File: src/rtl/risky_mem_arbiter.sv
// Two-port round-robin arbiter for the shared risky memory bus with region checking and wait states.
// Optional grant/fault counters are built when RISKY_ARB_STATS_EN is defined.
module risky_mem_arbiter #(
  parameter int unsigned WAIT_CYCLES = 0,
  parameter int unsigned REGION_HI   = 2
) (
  input  logic        clk,
  input  logic        rst_n,
  input  logic        req0,
  input  logic        we0,
  input  logic [31:0] addr0,
  input  logic [31:0] wdata0,
  output logic [31:0] rdata0,
  output logic        ack0,
  output logic        fault0,
  input  logic        req1,
  input  logic        we1,
  input  logic [31:0] addr1,
  input  logic [31:0] wdata1,
  output logic [31:0] rdata1,
  output logic        ack1,
  output logic        fault1,
  output logic [31:0] mem_addr,
  output logic        mem_oe,
  output logic        mem_we,
  output logic [31:0] mem_wdata,
  input  logic [31:0] mem_rdata,
  output logic [15:0] stat_grant0,
  output logic [15:0] stat_grant1,
  output logic [15:0] stat_fault
);

  localparam logic [3:0] WAIT_L   = WAIT_CYCLES[3:0];
  localparam logic [5:0] REGION_L = REGION_HI[5:0];

  typedef enum logic [1:0] {IDLE, ACCESS, RESP} state_t;

  state_t      state, state_nx;
  logic        last_grant, cur, cur_we, fault_pend;
  logic [3:0]  cnt;
  logic        req_any, winner, w_we, illegal, last_cycle;
  logic [31:0] w_addr, w_wdata;

  // Contention goes to the port that did not win last; a lone requester always wins.
  assign req_any    = req0 | req1;
  assign winner     = (req0 & req1) ? ~last_grant : req1;
  assign w_addr     = winner ? addr1  : addr0;
  assign w_we       = winner ? we1    : we0;
  assign w_wdata    = winner ? wdata1 : wdata0;
  assign illegal    = (w_we && (w_addr[31:26] == 6'd0)) || (w_addr[31:26] > REGION_L);
  assign last_cycle = (cnt == WAIT_L);

  always_ff @(posedge clk) begin
    if (!rst_n) state <= IDLE;
    else        state <= state_nx;
  end

  always_comb begin
    state_nx = state;
    case (state)
      IDLE:    if (req_any) state_nx = illegal ? RESP : ACCESS;
      ACCESS:  if (last_cycle) state_nx = RESP;
      RESP:    state_nx = IDLE;
      default: state_nx = IDLE;
    endcase
  end

  always_comb begin
    mem_oe = (state == ACCESS) && !cur_we;
    mem_we = (state == ACCESS) && cur_we && last_cycle;
    ack0   = (state == RESP) && !cur;
    ack1   = (state == RESP) && cur;
    fault0 = ack0 && fault_pend;
    fault1 = ack1 && fault_pend;
  end

  always_ff @(posedge clk) begin
    if (!rst_n) begin
      last_grant <= 1'b1;
      cur        <= 1'b0;
      cur_we     <= 1'b0;
      fault_pend <= 1'b0;
      cnt        <= '0;
      mem_addr   <= '0;
      mem_wdata  <= '0;
      rdata0     <= '0;
      rdata1     <= '0;
    end else begin
      case (state)
        IDLE: if (req_any) begin
          cur        <= winner;
          last_grant <= winner;
          cur_we     <= w_we;
          mem_addr   <= w_addr;
          mem_wdata  <= w_wdata;
          fault_pend <= illegal;
          cnt        <= '0;
          if (illegal) begin
            if (winner) rdata1 <= '0;
            else        rdata0 <= '0;
          end
        end
        ACCESS: begin
          cnt <= cnt + 4'd1;
          if (last_cycle && !cur_we) begin
            if (cur) rdata1 <= mem_rdata;
            else     rdata0 <= mem_rdata;
          end
        end
        default: ;
      endcase
    end
  end

`ifdef RISKY_ARB_STATS_EN
  logic [15:0] cnt_g0, cnt_g1, cnt_f;

  always_ff @(posedge clk) begin
    if (!rst_n) begin
      cnt_g0 <= '0;
      cnt_g1 <= '0;
      cnt_f  <= '0;
    end else if (ack0 || ack1) begin
      if (fault_pend) cnt_f  <= cnt_f + 16'd1;
      else if (ack0)  cnt_g0 <= cnt_g0 + 16'd1;
      else            cnt_g1 <= cnt_g1 + 16'd1;
    end
  end

  assign stat_grant0 = cnt_g0;
  assign stat_grant1 = cnt_g1;
  assign stat_fault  = cnt_f;
`else
  assign stat_grant0 = '0;
  assign stat_grant1 = '0;
  assign stat_fault  = '0;
`endif

endmodule
File: config.mk
export PLATFORM = sky130hd
export DESIGN_NAME = risky_mem_arbiter
export DESIGN_NICKNAME = d
export VERILOG_FILES = /design/src/rtl/risky_mem_arbiter.sv
export SDC_FILE = /design/constraint.sdc
export NUM_CORES = 1
export LEC_CHECK = 0
export CORE_AREA = 4 4 134 136
export DETAILED_ROUTE_END_ITERATION = 6
export DIE_AREA = 0 0 138 140
export HOLD_SLACK_MARGIN = 0.03
export PLACE_DENSITY = 0.79
export SLEW_MARGIN = 10
export SYNTH_ARGS = -nofsm -noshare
export SYNTH_HDL_FRONTEND = slang
export SYNTH_SLANG_ARGS = --single-unit
File: constraint.sdc
create_clock -name clk -period 5.3 [get_ports clk]
set_input_delay 0.53 -clock clk [delete_from_list [all_inputs] [get_ports clk]]
set_output_delay 0.53 -clock clk [all_outputs]
set_load 0.01 [all_outputs]
==> results of run 1 <==
## cell type report
type | count | share of cell area [%]
Timing Repair Buffer | 305 | 30.5
Multi-Input combinational cell | 492 | 33.1
Sequential cell | 138 | 27.7
Inverter | 3 | 0.138
Clock inverter | 15 | 1.51
Clock buffer | 17 | 4.27
Tap cell | 225 | 2.82
## metrics by stage
step                cell area (um2)  hold slack (ns)
floorplan                      6820            0.440
global placement               9390            0.484
detailed placement             9390            0.490
CTS                            9970            0.500
global route                   9970            0.519
finish                         9970            0.496
## cells in the mapped netlist (2+ instances only)
cell type | n | share of area (%)
a21oi_1 | 69 | 5.2
dfxtp_1 | 138 | 42
nor4_1 | 2 | 0.19
buf_2 | 26 | 2.0
or3b_2 | 2 | 0.26
a311oi_1 | 31 | 4.1
a22oi_1 | 4 | 0.45
mux2i_1 | 65 | 9.8
nor2_1 | 70 | 4.0
clkbuf_1 | 17 | 0.96
a311oi_2 | 32 | 7.2
nor4b_1 | 2 | 0.26
inv_1 | 2 | 0.11
nand2_1 | 70 | 4.0
and3_1 | 2 | 0.19
ha_1 | 2 | 0.38
a211oi_1 | 68 | 7.7
and2_1 | 3 | 0.28
buf_6 | 14 | 2.4
nor2b_1 | 4 | 0.38
nand3_1 | 2 | 0.15
buf_4 | 56 | 6.3
## worst paths after layout
| kind | start | endpoint | slack [ns] | depth (start not counted) |
|---|---|---|---|---|
| min | mem_wdata[1] | mem_wdata[1] | 0.50 | 2 |
| max | req1 | rdata1[17] | 2.23 | 5 |
| min reg2reg | mem_wdata[1] | mem_wdata[1] | 0.50 | 2 |
| max reg2reg | last_grant | rdata1[17] | 2.50 | 4 |
## critical path, stage by stage
cell             delay, ns
clkdlybuf4s50_1       0.50
a21boi_4              0.80
mux2_2                0.35
nor2b_4               0.90
a311oi_2              0.21
## cells in the final DEF, fill, tap and decap left out, types with 2 or more instances in the layout
cell type and instances:
a311oi_1 31, clkdlybuf4s50_1 299, a211oi_1 68, nor4b_1 2
mux2i_1 65, clkinvlp_4 4, nand2_1 70, a311oi_2 32
dfxtp_1 138, nor4_1 2, bufinv_16 2, or3b_2 2
conb_1 48, buf_4 6, and2_1 2, nor2b_1 3
and3_1 2, inv_6 3, nand3_1 2, a22oi_1 4
inv_1 2, ha_1 2, nor2_1 69, a21oi_1 69
clkbuf_16 17, clkinv_2 5
## sequential cells by signal (all words and copies together) (netlist names)
| name | flops |
|---|---|
| mem_addr | 32 |
| mem_wdata | 32 |
| rdata0 | 32 |
| rdata1 | 32 |
| cnt | 4 |
| state | 2 |
| cur | 1 |
| cur_we | 1 |
| fault_pend | 1 |
| last_grant | 1 |
## per-layer routing
metal	up-vias	share of wire [%]	routed length, um	GRT usage [%]
met5	-	0	0	0
met4	0	1.9	394	6.08
met3	27	9.3	1960	8.13
met2	274	51	10700	36.3
met1	2819	38	8010	23.5
li1	3004	-	-	-
## logic make-up after synthesis
group,Yosys count,synth area share (%)
AOI/OAI and AO/OA,210,25.4
and+or+nand+nor,165,10.6
xor gates and xnor gates,1,0.132
adders and majority gates,2,0.377
muxes,66,9.97
other,1,0.0565
buffers and inverters,116,11.8
DFF,138,41.6
## where the power goes
| part | leakage, uW | internal, uW | switching (uW) |
|---|---|---|---|
| clock network | 0.000276 | 692 | 468 |
| logic | 0.00204 | 274 | 247 |
| registers | 0.00113 | 1090 | 32.4 |
| total | 0.00345 | 2060 | 748 |
==> reports/qor.txt, run 1 <==
Leakage - 0.00345 uW
Clock skew - 0.0145 ns
WL/cell - 17.6 um
Global route overflow - 0
Final setup margin - 2.23 ns
Run status - finished, final reports clean
Ant diodes - 0
DRC - 0
Gpl congestion - 0.794
Cell Area, Synth - 6640 um2
Number of core rows - 48
Largest net degree at the start of global routing - 83
Die Wd - 138 um
Final hold violations - 0
Fin cells - 1,195
WL final - 21,000 um
Storage element area - 2760 um2
TritonRoute pass-1 iters - 4
Fin crit period - 3.07 ns
Number of buffers inserted by hold repair at cts - 0
Synth warn - 0
Initial antenna violation count - 0
Worst-margin pin slew - 1.15 ns
Register bit total from synthesis - 138
Maximum root-to-sink buffer count - 2
Post-synth EDFFs - 0
Top FF cell, synth - dfxtp_1
Async SR Flop Fraction - 0%
Count of different cell masters after synthesis - 40
Hold Path Class - reg2reg
Skew-Pair Late Insertion Delay - 0.42 ns
Design Power - 2810 uW
Post-CTS setup buffer count - 0
Tcrit/Tclk final - 57.9%
Port bufs - 299
Part of the Yosys area used for sequential elements - 41.6%
Slew HR - 23.4%
Io pins - 348
Pwr Density - 282 nW/um2
Vias in the first global route - 5,893
Num CTS Buffers - 17
Maximum VDD drop - 0.232 mV
Filler instances - 1,497
Final setup viols - 0
Post-DRT Antenna Nets - 0
Vias per cell - 5.12
Area grow syn2layout - 50.1%
CTS tree - built
RSZ-0062 raised after global routing - false
Setup_tns - 0 ns
Fmax - 326 MHz
Resized Gates After CTS - 0
Core Util, Final - 58.9%
1st-iter DRT viols - 348
Clock-pin transition on the worst setup and hold timing paths - 0.06 ns
H-tree depth - 4
# placed instances - 1,163
Num Clock Sinks - 138
Synthesized instance count - 699
Detailed Place HPWL - 15,400 um
Starting Density - 39.2%
CP max FO - 32
Setup crit start kind - input port
Layout net count - 1,125
MaxCap Viol Count - 0
Post-Place Worst Slack - 1.74 ns
WP data required - 5.54 ns
Avg Inst Size Synth - 9.50 um2
Core ar. - 16,900 um2
Final Slew Violations - 0
Multi-input gate area - 3300 um2
Worst EP arrival - 3.32 ns
First-pass GRT wire length - 32,100 um
DR vias - 6,124
Share of layout cells above drive strength 1 - 8.56%
Die H - 140 um
CP Class - in2reg
Die area - 19,300 um2
Clock root cell - clkbuf_16
Total Routing Usage GR - 20.7%
Worst setup EP type - flip-flop
(Power assumes the default switching activity.)
==> inputs of run 2 (changes only) <==
--- a/config.mk
+++ b/config.mk
@@ -5,11 +5,11 @@
 export SDC_FILE = /design/constraint.sdc
 export NUM_CORES = 1
 export LEC_CHECK = 0
-export CORE_AREA = 4 4 134 136
+export CORE_MARGIN = 4
+export CORE_UTILIZATION = 36
 export DETAILED_ROUTE_END_ITERATION = 6
-export DIE_AREA = 0 0 138 140
 export HOLD_SLACK_MARGIN = 0.03
-export PLACE_DENSITY = 0.79
+export PLACE_DENSITY = 0.75
 export SLEW_MARGIN = 10
 export SYNTH_ARGS = -nofsm -noshare
 export SYNTH_HDL_FRONTEND = slang
==> constraint.sdc (replaced) <==
create_clock -name clk -period 2.7 [get_ports clk]
set_input_delay 0.27 -clock clk [delete_from_list [all_inputs] [get_ports clk]]
set_output_delay 0.27 -clock clk [all_outputs]
set_load 0.01 [all_outputs]
==> run 2 against run 1 <==
Against the previous run: sequential share of layout area is 0.39 points lower; flip-flop and latch count is the same; die area up 7.1%; utilization is 2.8 points lower; final cell count increased by 0.75%; clock power grew 94%; largest power group unchanged.
==> reports/qor.txt, run 2 (synthesis results as in run 1) <==
Die Wd - 144 um (+4.2%)
Most frequent cells in the layout - clkdlybuf4s50_1, dfxtp_1, nand2_1
Ant diodes - 0 (unchanged)
Post-Route M1 WL - 8500 um (+6.1%)
1st-iter DRT viols - 241 (-31%)
Bufs and invs on worst path - 2 (+1)
Largest delay share family, worst path - buffers and inverters
CTS tree - built
Fin crit period - 2.44 ns
Slew HR - 46.2% (+23 points)
Post-Place Worst Slack - 0.119 ns (-1.62 ns)
Share of layout cells above drive strength 1 - 9.03% (+0.47 points)
Vias per cell - 5.03 (-1.9%)
WL/cell - 17.6 um (+0.26%)
WL final - 21,300 um (+1.0%)
WP data required - 2.43 ns (-3.11 ns)
Hold Path Class - reg2reg
Tcrit/Tclk final - 90.3%
Final hold violations - 0 (unchanged)
CP Launch Point - cnt[0]
Layout net count - 1,130 (+0.44%)
Worst-margin pin slew - 0.807 ns (-0.342 ns)
Largest net degree at the start of global routing - 69 (-17%)
CP max FO - 5 (-84%)
Top Layer Used - met4
Worst setup path end - mem_we
Clock root cell - clkbuf_16
Post-CTS setup buffer count - 0 (unchanged)
Gpl congestion - 0.787 (-0.97%)
Worst r2r path cells - 6 (+2)
Post-DRT Antenna Nets - 0 (unchanged)
Port bufs - 299 (unchanged)
Filler instances - 1,619 (+8.1%)
R2R setup slack - 0.38 ns (-2.12 ns)
Setup_tns - 0 ns (unchanged)
Fin cells - 1,204 (+0.75%)
Num CTS Buffers - 17 (unchanged)
Design Power - 5510 uW (+96%)
Die H - 144 um (+2.7%)
Vias in the first global route - 5,848 (-0.76%)
RR Endpoint - rdata1[23]
Worst setup EP type - output port
# placed instances - 1,171 (+0.69%)
Pwr Density - 545 nW/um2 (+93%)
Maximum VDD drop - 0.420 mV (+81%)
Worst EP arrival - 2.17 ns (-1.15 ns)
Final setup viols - 0 (unchanged)
Initial antenna violation count - 1 (+1)
Num Clock Sinks - 138 (unchanged)
MaxCap Viol Count - 0 (unchanged)
Core ar. - 18,000 um2 (+6.4%)
DR vias - 6,055 (-1.1%)
Final setup margin - 0.261 ns (-1.97 ns)
Setup crit start kind - flip-flop
Maximum root-to-sink buffer count - 2 (unchanged)
H-tree depth - 4 (unchanged)
Leakage - 0.00351 uW (+1.7%)
Global route overflow - 0 (unchanged)
Crit path cell chain - inv_1 -> ha_1 -> nor3b_1 -> and3_1 -> clkdlybuf4s50_1
Fmax - 410 MHz
Io pins - 348 (unchanged)
Slowest CP cell - clkdlybuf4s50_1
Detailed Place HPWL - 15,600 um (+1.4%)
Clock skew - 0.0123 ns (-0.00221 ns)
Final Slew Violations - 0 (unchanged)
RSZ-0062 raised after global routing - false
Run status - finished, final reports clean
Die area - 20,700 um2 (+7.1%)
Clock-pin transition on the worst setup and hold timing paths - 0.07 ns (about the same)
CP Depth - 5 (unchanged)
Commonest non-fill, non-tap cell in the layout - clkdlybuf4s50_1
CP Class - reg2out
Starting Density - 36.8% (-2.4 points)
Number of core rows - 49 (+2.1%)
Total Routing Usage GR - 19.7% (-1.0 points)
Skew-Pair Late Insertion Delay - 0.42 ns (about the same)
Worst reg2reg startpoint - cnt[0]
TritonRoute pass-1 iters - 4 (unchanged)
WL met3 - 1850 um (-6.0%)
CP peak stage delay - 0.56 ns (-0.34 ns)
DR WL met2 - 10,600 um (-0.34%)
DRC - 0 (unchanged)
Area grow syn2layout - 52.2%
First-pass GRT wire length - 32,000 um (-0.32%)
==> run 2: cell count changes in the layout (fill, tap and decap cells not counted) <==
cell        previous run  this run
clkinv_8               0         1
clkinv_2               5         0
buf_4                  6         2
bufinv_16              2         0
inv_6                  3         8
inv_8                  0         3
nor2b_4                1         2
clkinvlp_4             4         2
buf_12                 0         8
==> run 2: metal layers <==
layer,up-vias,global-route usage [%]
li1,3013,-
met1,2806,23.3
met2,220,33.5
met3,16,7.95
met4,0,4.71
met5,-,0
==> run 2: worst reg2reg max path, cell delays in order, from the launching register on <==
cell and delay (ns):
dfxtp_1 0.34, inv_1 0.08, ha_1 0.16, nor3b_1 0.39, a22oi_1 0.36, nor2b_4 0.64
a311oi_2 0.20
==> run 2: area by class of cell <==
type	instances	area, um2	area share (%)
clock buffers	17	425	4.21
clock inverters	15	144	1.42
inverters	3	13.8	0.136
multi-input cells	493	3310	32.7
flip-flops and latches	138	2760	27.3
well taps	229	287	2.83
repair buffers	309	3170	31.3
==> run 2: how the worst min path moves through the flow <==
stage | startpoint | endpoint | slack [ns] | cells after the start
2_1_floorplan | rst_n | last_grant | 0.33 | 1
3_3_place_gp | fault_pend | fault_pend | 0.46 | 2
3_5_place_dp | fault_pend | fault_pend | 0.46 | 2
4_1_cts | addr0[23] | mem_addr[23] | 0.47 | 3
5_1_grt | wdata0[30] | mem_wdata[30] | 0.48 | 3
6_report | fault_pend | fault_pend | 0.47 | 2
==> run 2: through the flow <==
step	hold slack (ns)	cell area, um2	util [%]
3_5_place_dp	0.460	9530	52.9
3_3_place_gp	0.455	9530	52.9
2_1_floorplan	0.332	6820	-
4_1_cts	0.469	10100	56.0
5_1_grt	0.482	10100	56.1
6_report	0.473	10100	56.1
==> run 2: power breakdown <==
group          internal (uW)  switching [uW]
Clock                   1230            1020
Combinational            557             491
Sequential              2150            62.7
Total                   3930            1580
==> run 2: repair_timing <==
| item | 4_1_cts | 5_1_grt |
|---|---|---|
| resized for setup | 0 | 1 |
| hold endpoints to repair | 0 | 0 |
| hold buffers | 0 | 0 |
| setup endpoints to repair | 0 | 32 |
